## src/rtl/div_share_arb_pkg.sv

```systemverilog
// Shared definitions for the divider-sharing arbiter: one-hot state codes,
// the divider's fractional format and divide-by-zero saturation helpers.
package div_share_arb_pkg;

    typedef logic [2:0] state_t;

    localparam state_t S_IDLE = 3'b001;
    localparam state_t S_BUSY = 3'b010;
    localparam state_t S_DONE = 3'b100;

    localparam int DIV_FRAC_BITS = 13;

    // Bit idx of the saturated quotient for a D_W-wide result: the sign bit
    // follows the dividend sign, every other bit is its complement.
    function automatic logic sat_bit(input logic neg, input int idx, input int w);
        return (idx == w - 1) ? neg : ~neg;
    endfunction

endpackage

```

## src/rtl/div_share_arb_rr_pick.sv

```systemverilog
// Combinational round-robin picker: first set request at or above the
// pointer, wrapping around, returned both one-hot and as an index.
module div_share_arb_rr_pick #(
    parameter int N  = 4,
    parameter int IW = $clog2(N)
) (
    input  logic [N-1:0]  i_req,
    input  logic [IW-1:0] i_ptr,
    output logic [N-1:0]  o_gnt,
    output logic [IW-1:0] o_idx,
    output logic          o_vld
);

    localparam logic [IW:0] N_L = (IW + 1)'(N);

    logic [IW:0]   w_sum;
    logic [IW-1:0] w_cand;

    // The pointer is always below N, so a single conditional subtract wraps.
    always_comb begin
        o_gnt  = '0;
        o_idx  = '0;
        o_vld  = 1'b0;
        w_sum  = '0;
        w_cand = '0;
        for (int k = 0; k < N; k++) begin
            w_sum = {1'b0, i_ptr} + (IW + 1)'(k);
            if (w_sum >= N_L) begin
                w_sum = w_sum - N_L;
            end
            w_cand = w_sum[IW-1:0];
            if (!o_vld && i_req[w_cand]) begin
                o_vld         = 1'b1;
                o_gnt[w_cand] = 1'b1;
                o_idx         = w_cand;
            end
        end
    end

endmodule

```

## src/rtl/div_share_arb.sv

```systemverilog
// Round-robin sequencer sharing one external signed fixed-point divider
// among N_REQ requesters; divide-by-zero is answered locally.
module div_share_arb
    import div_share_arb_pkg::*;
#(
    parameter int D_W   = 16,
    parameter int N_REQ = 4,
    parameter int ID_W  = $clog2(N_REQ)
) (
    input  logic                 I_CLK,
    input  logic                 I_RST,
    input  logic [N_REQ-1:0]     I_REQ_VLD,
    input  logic [N_REQ*D_W-1:0] I_REQ_DIVIDEND,
    input  logic [N_REQ*D_W-1:0] I_REQ_DIVISOR,
    output logic [N_REQ-1:0]     O_REQ_RDY,
    output logic                 O_DIV_START,
    output logic [D_W-1:0]       O_DIV_DIVIDEND,
    output logic [D_W-1:0]       O_DIV_DIVISOR,
    input  logic [D_W-1:0]       I_DIV_QUOTIENT,
    input  logic                 I_DIV_VLD,
    output logic                 O_RSP_VLD,
    output logic [ID_W-1:0]      O_RSP_ID,
    output logic [D_W-1:0]       O_RSP_QUOTIENT,
    output logic                 O_RSP_DIV0,
    output logic                 O_BUSY
);

    localparam logic [ID_W-1:0] LAST_ID = ID_W'(N_REQ - 1);

    state_t          r_state;
    logic [ID_W-1:0] r_ptr;
    logic [ID_W-1:0] r_id;
    logic [D_W-1:0]  r_dividend;
    logic [D_W-1:0]  r_divisor;
    logic [D_W-1:0]  r_quot;
    logic            r_div0;

    logic [N_REQ-1:0] w_pick_gnt;
    logic [ID_W-1:0]  w_pick_idx;
    logic             w_pick_vld;
    logic             w_grant;
    logic [ID_W-1:0]  w_next_ptr;
    logic [D_W-1:0]   w_sel_dividend;
    logic [D_W-1:0]   w_sel_divisor;
    logic [D_W-1:0]   w_sat;

    div_share_arb_rr_pick #(
        .N  (N_REQ),
        .IW (ID_W)
    ) u_rr_pick (
        .i_req (I_REQ_VLD),
        .i_ptr (r_ptr),
        .o_gnt (w_pick_gnt),
        .o_idx (w_pick_idx),
        .o_vld (w_pick_vld)
    );

    // The done cycle is grant-eligible so back-to-back operations lose only
    // the one start-low cycle the divider needs to re-arm.
    assign w_grant        = w_pick_vld && (r_state != S_BUSY);
    assign w_next_ptr     = (w_pick_idx == LAST_ID) ? '0 : w_pick_idx + 1'b1;
    assign w_sel_dividend = I_REQ_DIVIDEND[w_pick_idx*D_W +: D_W];
    assign w_sel_divisor  = I_REQ_DIVISOR[w_pick_idx*D_W +: D_W];

    always_comb begin
        w_sat = '0;
        for (int i = 0; i < D_W; i++) begin
            w_sat[i] = sat_bit(w_sel_dividend[D_W-1], i, D_W);
        end
    end

    always_ff @(posedge I_CLK) begin
        if (I_RST) begin
            r_state    <= S_IDLE;
            r_ptr      <= '0;
            r_id       <= '0;
            r_dividend <= '0;
            r_divisor  <= '0;
            r_quot     <= '0;
            r_div0     <= 1'b0;
        end else if (w_grant) begin
            r_id       <= w_pick_idx;
            r_dividend <= w_sel_dividend;
            r_divisor  <= w_sel_divisor;
            r_ptr      <= w_next_ptr;
            if (w_sel_divisor == '0) begin
                r_quot  <= w_sat;
                r_div0  <= 1'b1;
                r_state <= S_DONE;
            end else begin
                r_div0  <= 1'b0;
                r_state <= S_BUSY;
            end
        end else if (r_state == S_BUSY) begin
            if (I_DIV_VLD) begin
                r_quot  <= I_DIV_QUOTIENT;
                r_state <= S_DONE;
            end
        end else begin
            r_state <= S_IDLE;
        end
    end

    assign O_REQ_RDY      = w_grant ? w_pick_gnt : '0;
    assign O_DIV_START    = (r_state == S_BUSY);
    assign O_DIV_DIVIDEND = r_dividend;
    assign O_DIV_DIVISOR  = r_divisor;
    assign O_RSP_VLD      = (r_state == S_DONE);
    assign O_RSP_ID       = r_id;
    assign O_RSP_QUOTIENT = r_quot;
    assign O_RSP_DIV0     = r_div0 && (r_state == S_DONE);
    assign O_BUSY         = (r_state != S_IDLE);

endmodule

```

## config.mk

```make
export PLATFORM = sky130hd
export DESIGN_NAME = div_share_arb
export DESIGN_NICKNAME = d
export VERILOG_FILES = /design/src/rtl/div_share_arb_pkg.sv /design/src/rtl/div_share_arb_rr_pick.sv /design/src/rtl/div_share_arb.sv
export SDC_FILE = /design/constraint.sdc
export NUM_CORES = 1
export LEC_CHECK = 0
export CORE_MARGIN = 8
export CORE_UTILIZATION = 40
export DETAILED_ROUTE_END_ITERATION = 10
export PLACE_DENSITY = 0.81
export REMOVE_ABC_BUFFERS = 1
export SYNTH_ARGS = -nofsm -noshare
export SYNTH_HDL_FRONTEND = slang
export SYNTH_SLANG_ARGS = --single-unit
```

## constraint.sdc

```tcl
create_clock -name I_CLK -period 4.47 [get_ports I_CLK]
set_input_delay 0.447 -clock I_CLK [delete_from_list [all_inputs] [get_ports I_CLK]]
set_output_delay 0.447 -clock I_CLK [all_outputs]
set_load 0.005 [all_outputs]
```

==> results of run 1 <==
[critical path: cells and delay by family (launching register included)]
family	cells	cell delay [ps]
buffers and inverters	2	440
flip-flops	1	570
adder cells (fa/ha/maj)	1	410
AND/OR/NAND/NOR	2	940
AO/OA/AOI/OAI	5	1400
[layout make-up]
type / instances / area, sq um / share of cell area
Inverter: 20 / 75.1 / 0.0121
Tap cell: 133 / 166 / 0.0268
Clock inverter: 3 / 27.5 / 0.00443
Sequential cell: 56 / 1120 / 0.181
Multi-Input combinational cell: 373 / 2600 / 0.418
Clock buffer: 5 / 68.8 / 0.0111
Timing Repair Buffer: 218 / 2150 / 0.347
[layout by cell type (no fill, tap or decap), drive strengths merged, types with 15 or more instances in the layout]
cell	count
clkdlybuf4s50	207
dfxtp	56
nor2	51
a211oi	51
nand2	48
a21oi	39
mux2i	35
nor2b	28
inv	21
o211ai	17
o21ai	15
[sequential cells by signal, summed over array words and instances (netlist names)]
signal,flops
O_DIV_DIVIDEND,16
r_state,3
O_DIV_DIVISOR,16
O_RSP_QUOTIENT,16
O_RSP_ID,2
r_ptr,2
r_div0,1
[per-stage QoR]
| step | utilization | std cells | setup WS [ps] |
|---|---|---|---|
| after floorplan | - | 449 | -953 |
| after global placement | 0.628 | 800 | 675 |
| after detailed placement | 0.628 | 800 | 533 |
| after CTS | 0.638 | 808 | 573 |
| after global routing | 0.638 | 808 | 343 |
| final | 0.638 | 808 | 570 |
[power by group through the flow]
stage | Sequential, uW | Combinational (uW) | Clock [uW]
after global routing | 745 | 2320 | 331
after floorplan | 765 | 1300 | 0
after detailed placement | 737 | 2120 | 0
after global placement | 731 | 2060 | 0
final | 726 | 2120 | 302
after CTS | 727 | 2130 | 314
[cell families (layout without fill, tap and decap cells)]
kind of cell	count (synthesis)	in the layout	share of synthesized area
AOI/OAI and AO/OA	149	149	0.284
adders and majority gates	9	9	0.0282
buffers and inverters	61	246	0.0687
DFF	56	56	0.281
muxes	43	43	0.125
and+or+nand+nor	172	172	0.213
[per-layer routing]
layer	vias to the layer above	share of wire	track usage
li1	2152	-	-
met1	1990	0.39	0.220
met2	177	0.50	0.361
met3	22	0.088	0.0657
met4	0	0.024	0.0709
met5	-	0	0
[final timing paths]
kind | start | end | slack, ps | cells after the start
max reg2reg | r_ptr[1] | O_RSP_QUOTIENT[13] | 570 | 10
min | O_DIV_DIVIDEND[15] | O_DIV_DIVIDEND[15] | 460 | 2
max | r_ptr[1] | O_RSP_QUOTIENT[13] | 570 | 10
min reg2reg | O_DIV_DIVIDEND[15] | O_DIV_DIVIDEND[15] | 460 | 2
==> results.yml, run 1 <==
pwr:
  switching_share: 0.432
  internal_power_uw: 1790
  powerDensity_mw_per_mm2: 508
  finalPower_uw: 3150
  p_leak_uw: 0.00227
  pwr-share-seq: 0.230
  p_switching_uw: 1360
  p_clk_frac: 0.096
  peakVddDrop_mv: 0.265
  pwr-share-comb: 0.674
clocking:
  clk_pin_slew_worst_paths_ps: 110
  cts_sinks: 56
  hold_buffers: 0
  cts_inserted_buffers: 5
  tritoncts: "built"
  clkLatencyLatePin_ps: 310
  cts_buffer_depth: 2
  cts_setup_buffers: 0
  cts_resized: 0
  cts_root_buf: "clkbuf_8"
  cts-htree-levels: 2
logic_synthesis:
  syn_area_per_cell_sq_um: 8.15
  synth_area_sq_mm: 0.00399
  ys_seq_area_frac: 0.281
  yosysMostFrequentCell: "dfxtp_1"
  synthCells: 490
  yosys-top-cells-area: "dfxtp_1, a211oi_1, mux2i_1"
  synth-warning-count: 0
  synth_edf_count: 0
  synth_ff_type: "dfxtp_1"
  synth_seq_cells: 56
  synth.distinct_cells: 55
  synth_largest_area_cell: "dfxtp_1"
  async_reset_ff_frac: 0
  synth.top_cells.by_count: "dfxtp_1, a211oi_1, nor2_1"
  synth_top_area_frac: 0.281
die:
  rows: 36
  start_util: 0.410
  fp.dieW_microns: 116
  io_pins: 209
  die_h_microns: 116
  dieArea_sq_mm: 0.0134
  coreArea_sq_mm: 0.00973
timing:
  fin_crit_sh: 0.873
  drv_slew: 0
  totalNegativeSetupSlack_ps: 0
  hold_violations: 0
  post-route-min-period_ps: 3900
  tightest_slew_ps: 919
  setup_violations: 0
  maxSlewHeadroom: 0.385
  holdWs_ps: 463
  max_freq_ghz: 0.256
  clock_skew_ps: 6.93
  rsz0062_at_grt: "no"
global_route:
  grt_max_degree: 66
  antenna_found_initial: 0
  grt-ovfl-total: 0
  track_usage: 0.203
  grt_first_pass_wirelength_microns: 22000
  grt_pass1_vias: 4525
route:
  drt_iter0_markers: 256
  ant_nets: 0
  route.detailed.drc: 0
  post_drt_wl_per_cell_microns: 17.5
  viasPerCell: 5.37
  drt_first_pass_iters: 5
  totalWireLength_microns: 14200
  vias: 4341
cells_and_area:
  fin_nets: 834
  diodes: 0
  area_growth_pct: 55.5
  postLayoutCellArea_sq_mm: 0.00621
  fillers: 853
  drive_gt1_frac: 0.0711
place:
  placed_area_sq_mm: 0.00611
  hpwl_microns: 11200
  gp_congestion: 0.855
  numPortBuffers: 208
setup_path:
  worstPathRequired_ps: 4670
  cp_max_fo: 16
  end_kind: "flip-flop"
  path_cells: "inv_1 > ha_1 > or4_1 > a41oi_4 > nor3b_1 > o21ai_1 > a221o_1 > o311ai_4 > buf_4 > o211ai_1"
  crit_type: "flip-flop to flip-flop"
  cpPeakStageDelay_ps: 600
  cp-start-kind: "flip-flop"
  slowest_stage: "or4_1"
  worstPathArrival_ps: 4100
run_status:
  status: "completed"
hold_path:
  hp-class: "flip-flop to flip-flop"
job:
  drv_cap: 0
No activity file was read; power rests on OpenSTA's default activity.
==> run 2, diff against run 1 <==
--- a/config.mk
+++ b/config.mk
@@ -5,10 +5,12 @@
 export SDC_FILE = /design/constraint.sdc
 export NUM_CORES = 1
 export LEC_CHECK = 0
+export ABC_AREA = 1
 export CORE_MARGIN = 8
-export CORE_UTILIZATION = 40
+export CORE_UTILIZATION = 60
 export DETAILED_ROUTE_END_ITERATION = 10
-export PLACE_DENSITY = 0.81
+export DONT_BUFFER_PORTS = 1
+export PLACE_DENSITY = 0.76
 export REMOVE_ABC_BUFFERS = 1
 export SYNTH_ARGS = -nofsm -noshare
 export SYNTH_HDL_FRONTEND = slang
==> results.yml, run 2 <==
clocking:
  cts-htree-levels: 2
  clk_pin_slew_worst_paths_ps: 100
  cts_inserted_buffers: 5
  tritoncts: "built"
  clkLatencyLatePin_ps: 300
  cts_buffer_depth: 2
  cts_root_buf: "clkbuf_8"
  cts_sinks: 56
  hold_buffers: 0
die:
  fp.dieW_microns: 98.1
  start_util: 0.609
  io_pins: 209
  coreArea_sq_mm: 0.00664
  die_h_microns: 98.1
  dieArea_sq_mm: 0.00963
  rows: 30
pwr:
  powerDensity_mw_per_mm2: 911
  peakVddDrop_mv: 0.628
  p_leak_uw: 0.00208
logic_synthesis:
  synth-compound-area-share: 0.169
  synthSimpleGateAreaFrac: 0.380
  async_reset_ff_frac: 0
  synth.mux.area_fraction: 0
  synth_largest_area_cell: "dfxtp_1"
  synth_seq_cells: 56
  synth_area_sq_mm: 0.00405
  yosys-top-cells-area: "dfxtp_1, nand2_1, nor2_1"
  synth_xor_area_frac: 0
  syn_area_per_cell_sq_um: 6.08
  synth_top_family_by_area: "simple AND/OR/NAND/NOR gates"
  synth.top_cells.by_count: "nand2_1, nor2_1, inv_1"
  synth_adder_area_share: 0.0278
  synth_edf_count: 0
  synth.distinct_cells: 33
  synth_top_area_frac: 0.277
  synthCells: 665
  yosysMostFrequentCell: "nand2_1"
  ys_seq_area_frac: 0.277
  synth_ff_type: "dfxtp_1"
  synth-warning-count: 0
setup_path:
  r2r_cells: 19
  end_kind: "flip-flop"
  cp_max_fo: 26
  slowest_stage: "dfxtp_1"
  worstPathArrival_ps: 4120
  cpPeakStageDelay_ps: 570
  crit_type: "flip-flop to flip-flop"
  path_cells: "inv_2 > ha_1 > inv_1 > nand3_1 > nand2_2 > nand3_1 > nand2_1 > o21ai_4 > inv_2 > nand3_1 > nand2_1 > nor2_1 > nand2_1 > nor2_2 > nand2_1 > nand2_2 > nand4_1 > nand2_1 > nor2_1"
  rr_startpoint: "r_ptr[0]"
  critPathBufInv: 3
  worstPathRequired_ps: 4670
  crit_family: "simple AND/OR/NAND/NOR gates"
  crit_top_cell: "nand2_1"
  cp-start-kind: "flip-flop"
  reg2reg_slack_ps: 550
  worstReg2RegEnd: "O_RSP_QUOTIENT[4]"
timing:
  drv_slew: 0
  totalNegativeSetupSlack_ps: 0
  setup_violations: 0
  max_freq_ghz: 0.255
  fin_crit_sh: 0.877
  tightest_slew_ps: 924
  hold_violations: 0
  rsz0062_at_grt: "no"
  clock_skew_ps: 5.57
  maxSlewHeadroom: 0.383
  post-route-min-period_ps: 3920
  holdWs_ps: 203
hold_path:
  hp-class: "input pin to flip-flop"
  hold_path_depth: 1
  min_from: "I_RST"
  holdPathEnd: "r_state[1]"
route:
  viasPerCell: 5.80
  wl_met1_microns: 4560
  drt_first_pass_iters: 7
  top_layer: "met4"
  ant_nets: 0
  route.detailed.drc: 0
  vias: 4144
  wl_met3_microns: 1130
  post_drt_wl_per_cell_microns: 16.7
  drt_iter0_markers: 207
  wl_met2_microns: 6000
  totalWireLength_microns: 12000
global_route:
  antenna_found_initial: 0
  grt_first_pass_wirelength_microns: 19100
  grt_pass1_vias: 4023
  track_usage: 0.235
  grt-ovfl-total: 0
  grt_max_degree: 45
place:
  hpwl_microns: 8990
  gp_congestion: 0.877
  numPortBuffers: 0
cells_and_area:
  area_growth_pct: 0.835
  drive_gt1_frac: 0.0630
  diodes: 0
  layout_commonest_cell: "nand2_1"
  fin_nets: 794
  final_cell_mix: "nand2_1, nor2_1, inv_1"
run_status:
  status: "completed"
job:
  drv_cap: 0
[run 2: cell types whose count changed after synthesis, moves of 9 or more]
cell and delta:
a211oi_1 -51, nand4_1 +15, nand2_1 +67, inv_1 +75, o21ai_0 +52, o221ai_1 +9
nand3_1 +42, nand3b_1 +23, mux2i_1 -35, nor2b_1 -27, nor2_1 +54, o211ai_2 -10
[run 2: per-stage QoR]
stage	total power [uW]	instances	utilization	worst slack, ps	area [sq um]
6_report	3720	715	0.614	549	4080
5_1_grt	4140	715	0.614	68.5	4080
4_1_cts	3710	715	0.613	223	4070
3_5_place_dp	3410	707	0.598	237	3970
3_3_place_gp	3340	707	0.598	438	3970
2_1_floorplan	2760	621	-	508	3830
[run 2: area by class of cell]
cell class,instances,area [sq um]
fillers,645,2560
multi-input cells,466,2340
flip-flops and latches,56,1120
inverters,99,374
well taps,80,100
clock buffers,6,82.6
repair buffers,6,45.0
clock inverters,2,15.0
[run 2: repair_timing]
action / 4_1_cts / 5_1_grt
hold endpoints to repair: 0 / 0
setup buffers: 0 / 0
setup endpoints to repair: 0 / 28
resized for setup: 0 / 1
[run 2: cell families after synthesis]
| kind of cell | count (synthesis) |
|---|---|
| simple gates | 333 |
| flops | 56 |
| compound gates | 124 |
| fa+ha+maj | 9 |
| buf+inv | 143 |
[run 2: power breakdown]
part           internal, uW  switching, uW
logic                   835           1740
clock network           126            165
registers               684            166
total                  1640           2070
[run 2: worst max path at each step]
| stage | from | end | slack (ps) | depth (start not counted) |
|---|---|---|---|---|
| after CTS | r_ptr[0] | O_RSP_QUOTIENT[4] | 220 | 19 |
| after floorplan | r_ptr[0] | O_RSP_QUOTIENT[0] | 510 | 14 |
| final | r_ptr[0] | O_RSP_QUOTIENT[4] | 550 | 19 |
| after detailed placement | r_ptr[0] | O_RSP_QUOTIENT[0] | 240 | 19 |
| after global placement | r_ptr[0] | O_RSP_QUOTIENT[14] | 440 | 19 |
| after global routing | r_ptr[0] | O_RSP_QUOTIENT[8] | 70 | 19 |
[run 2: worst register-to-register path: stages (launching register included)]
cell and delay, ps:
dfxtp_1 570, inv_2 200, ha_1 390, inv_1 90, nand3_1 140, nand2_2 90, nand3_1 90, nand2_1 90
o21ai_4 530, inv_2 380, nand3_1 180, nand2_1 80, nor2_1 110, nand2_1 90, nor2_2 160, nand2_1 80
nand2_2 260, nand4_1 140, nand2_1 90, nor2_1 60
[run 2: layer usage]
layer  track usage  vias up
met5             0        -
li1              -     2069
met1         0.253     1875
met2         0.412      178
met4        0.0839        0
met3        0.0846       22
==> run 3, diff against run 2 <==
--- a/config.mk
+++ b/config.mk
@@ -5,7 +5,7 @@
 export SDC_FILE = /design/constraint.sdc
 export NUM_CORES = 1
 export LEC_CHECK = 0
-export ABC_AREA = 1
+export ABC_CLOCK_PERIOD_IN_PS = 4470
 export CORE_MARGIN = 8
 export CORE_UTILIZATION = 60
 export DETAILED_ROUTE_END_ITERATION = 10
==> results.yml, run 3 (same netlist as run 1, synthesis figures left out) <==
clocking:
  cts_setup_buffers: 0
  clk_pin_slew_worst_paths_ps: 110
  cts_sinks: 56
  cts_inserted_buffers: 5
  hold_buffers: 0
  clkLatencyLatePin_ps: 310
  tritoncts: "built"
  cts_root_buf: "clkbuf_8"
  cts-htree-levels: 2
  cts_resized: 0
  cts_buffer_depth: 2
timing:
  post-route-min-period_ps: 4030
  max_freq_ghz: 0.248
  drv_slew: 0
  hold_violations: 0
  setup_slack_ps: 435
  clock_skew_ps: 7.01
  tightest_slew_ps: 908
  maxSlewHeadroom: 0.392
  setup_violations: 0
  fin_crit_sh: 0.903
  rsz0062_at_grt: "no"
  holdWs_ps: 192
route:
  vias: 3554
  viasPerCell: 6.55
  drt_first_pass_iters: 4
  ant_nets: 0
  totalWireLength_microns: 11600
  drt_iter0_markers: 163
  route.detailed.drc: 0
  post_drt_wl_per_cell_microns: 21.3
cells_and_area:
  area_growth_pct: 1.50
  fin_nets: 625
  final_cell_count_no_fill: 543
  drive_gt1_frac: 0.0987
  final_cell_mix: "dfxtp_1, nor2_1, a211oi_1"
  postLayoutCellArea_sq_mm: 0.00405
  diodes: 0
  layout_commonest_cell: "dfxtp_1"
pwr:
  p_leak_uw: 0.00147
  powerDensity_mw_per_mm2: 657
  peakVddDrop_mv: 0.530
global_route:
  grt_pass1_vias: 3445
  track_usage: 0.228
  grt_max_degree: 59
  antenna_found_initial: 0
  grt_first_pass_wirelength_microns: 18300
  grt-ovfl-total: 0
run_status:
  status: "completed"
die:
  dieArea_sq_mm: 0.00952
  start_util: 0.625
  coreArea_sq_mm: 0.00639
  rows: 29
  die_h_microns: 97.6
  fp.dieW_microns: 97.6
  io_pins: 209
place:
  numPortBuffers: 0
  placed_area_sq_mm: 0.00396
  place_worst_setup_slack_ps: 437
  gp_congestion: 0.889
  hpwl_microns: 9060
  dp_cells: 535
hold_path:
  hold_path_depth: 1
  hp-class: "input pin to flip-flop"
setup_path:
  end_kind: "flip-flop"
  cp-start-kind: "flip-flop"
  crit_type: "flip-flop to flip-flop"
  worstPathRequired_ps: 4670
  worstPathArrival_ps: 4230
  r2r_cells: 11
  cp_max_fo: 15
job:
  drv_cap: 0
==> run 3: cell count changes in the layout (fill, tap and decap cells not counted), sizes merged, moves of 35 or more <==
| cell | previous run | this run |
|---|---|---|
| mux2i | 0 | 35 |
| a211oi | 0 | 51 |
| inv | 98 | 21 |
| nand2 | 124 | 48 |
| o21ai | 61 | 15 |
| nand3 | 55 | 7 |
| nor2 | 108 | 51 |
==> run 3: final cells by class <==
type | count | area, sq um
flip-flops and latches | 56 | 1120
repair buffers | 9 | 67.6
fillers | 577 | 2330
multi-input cells | 373 | 2600
clock buffers | 5 | 68.8
clock inverters | 3 | 26.3
well taps | 77 | 96.3
inverters | 20 | 75.1
==> run 3: final timing paths <==
check,from,slack [ps],to
hold reg to reg,r_div0,470,r_div0
setup reg to reg,r_ptr[0],440,O_RSP_QUOTIENT[11]
hold / removal,I_RST,190,O_DIV_DIVISOR[0]
setup / recovery,r_ptr[0],440,O_RSP_QUOTIENT[11]
==> run 3: metrics by stage <==
step	util	power, uW	setup TNS [ps]
after floorplan	-	2060	-15420
after global placement	0.620	2320	0
after detailed placement	0.620	2370	0
after CTS	0.634	2670	0
after global routing	0.634	2890	0
final	0.634	2660	0
==> run 3: worst max-delay path: stages, from the launching register on <==
cell      delay (ps)
dfxtp_1          610
inv_1            180
ha_1             460
mux4_2           470
o21a_2           320
nor2_1           340
buf_4            260
o21ai_0          150
a221o_1          440
o311ai_4         270
buf_4            280
o211ai_1         120
==> run 3: power by group <==
group          switching (uW)  internal (uW)  leakage, uW
clock network             183            115    0.0000423
logic                     911            662     0.000964
registers                 144            647     0.000462
==> run 3: per-layer routing <==
layer  track usage  wire length (microns)  vias to the layer above
li1              -                      -                     1727
met1         0.252                   4350                     1630
met2         0.382                   5690                      177
met3         0.107                   1310                       20
met4        0.0606                    218                        0
met5             0                      0                        -
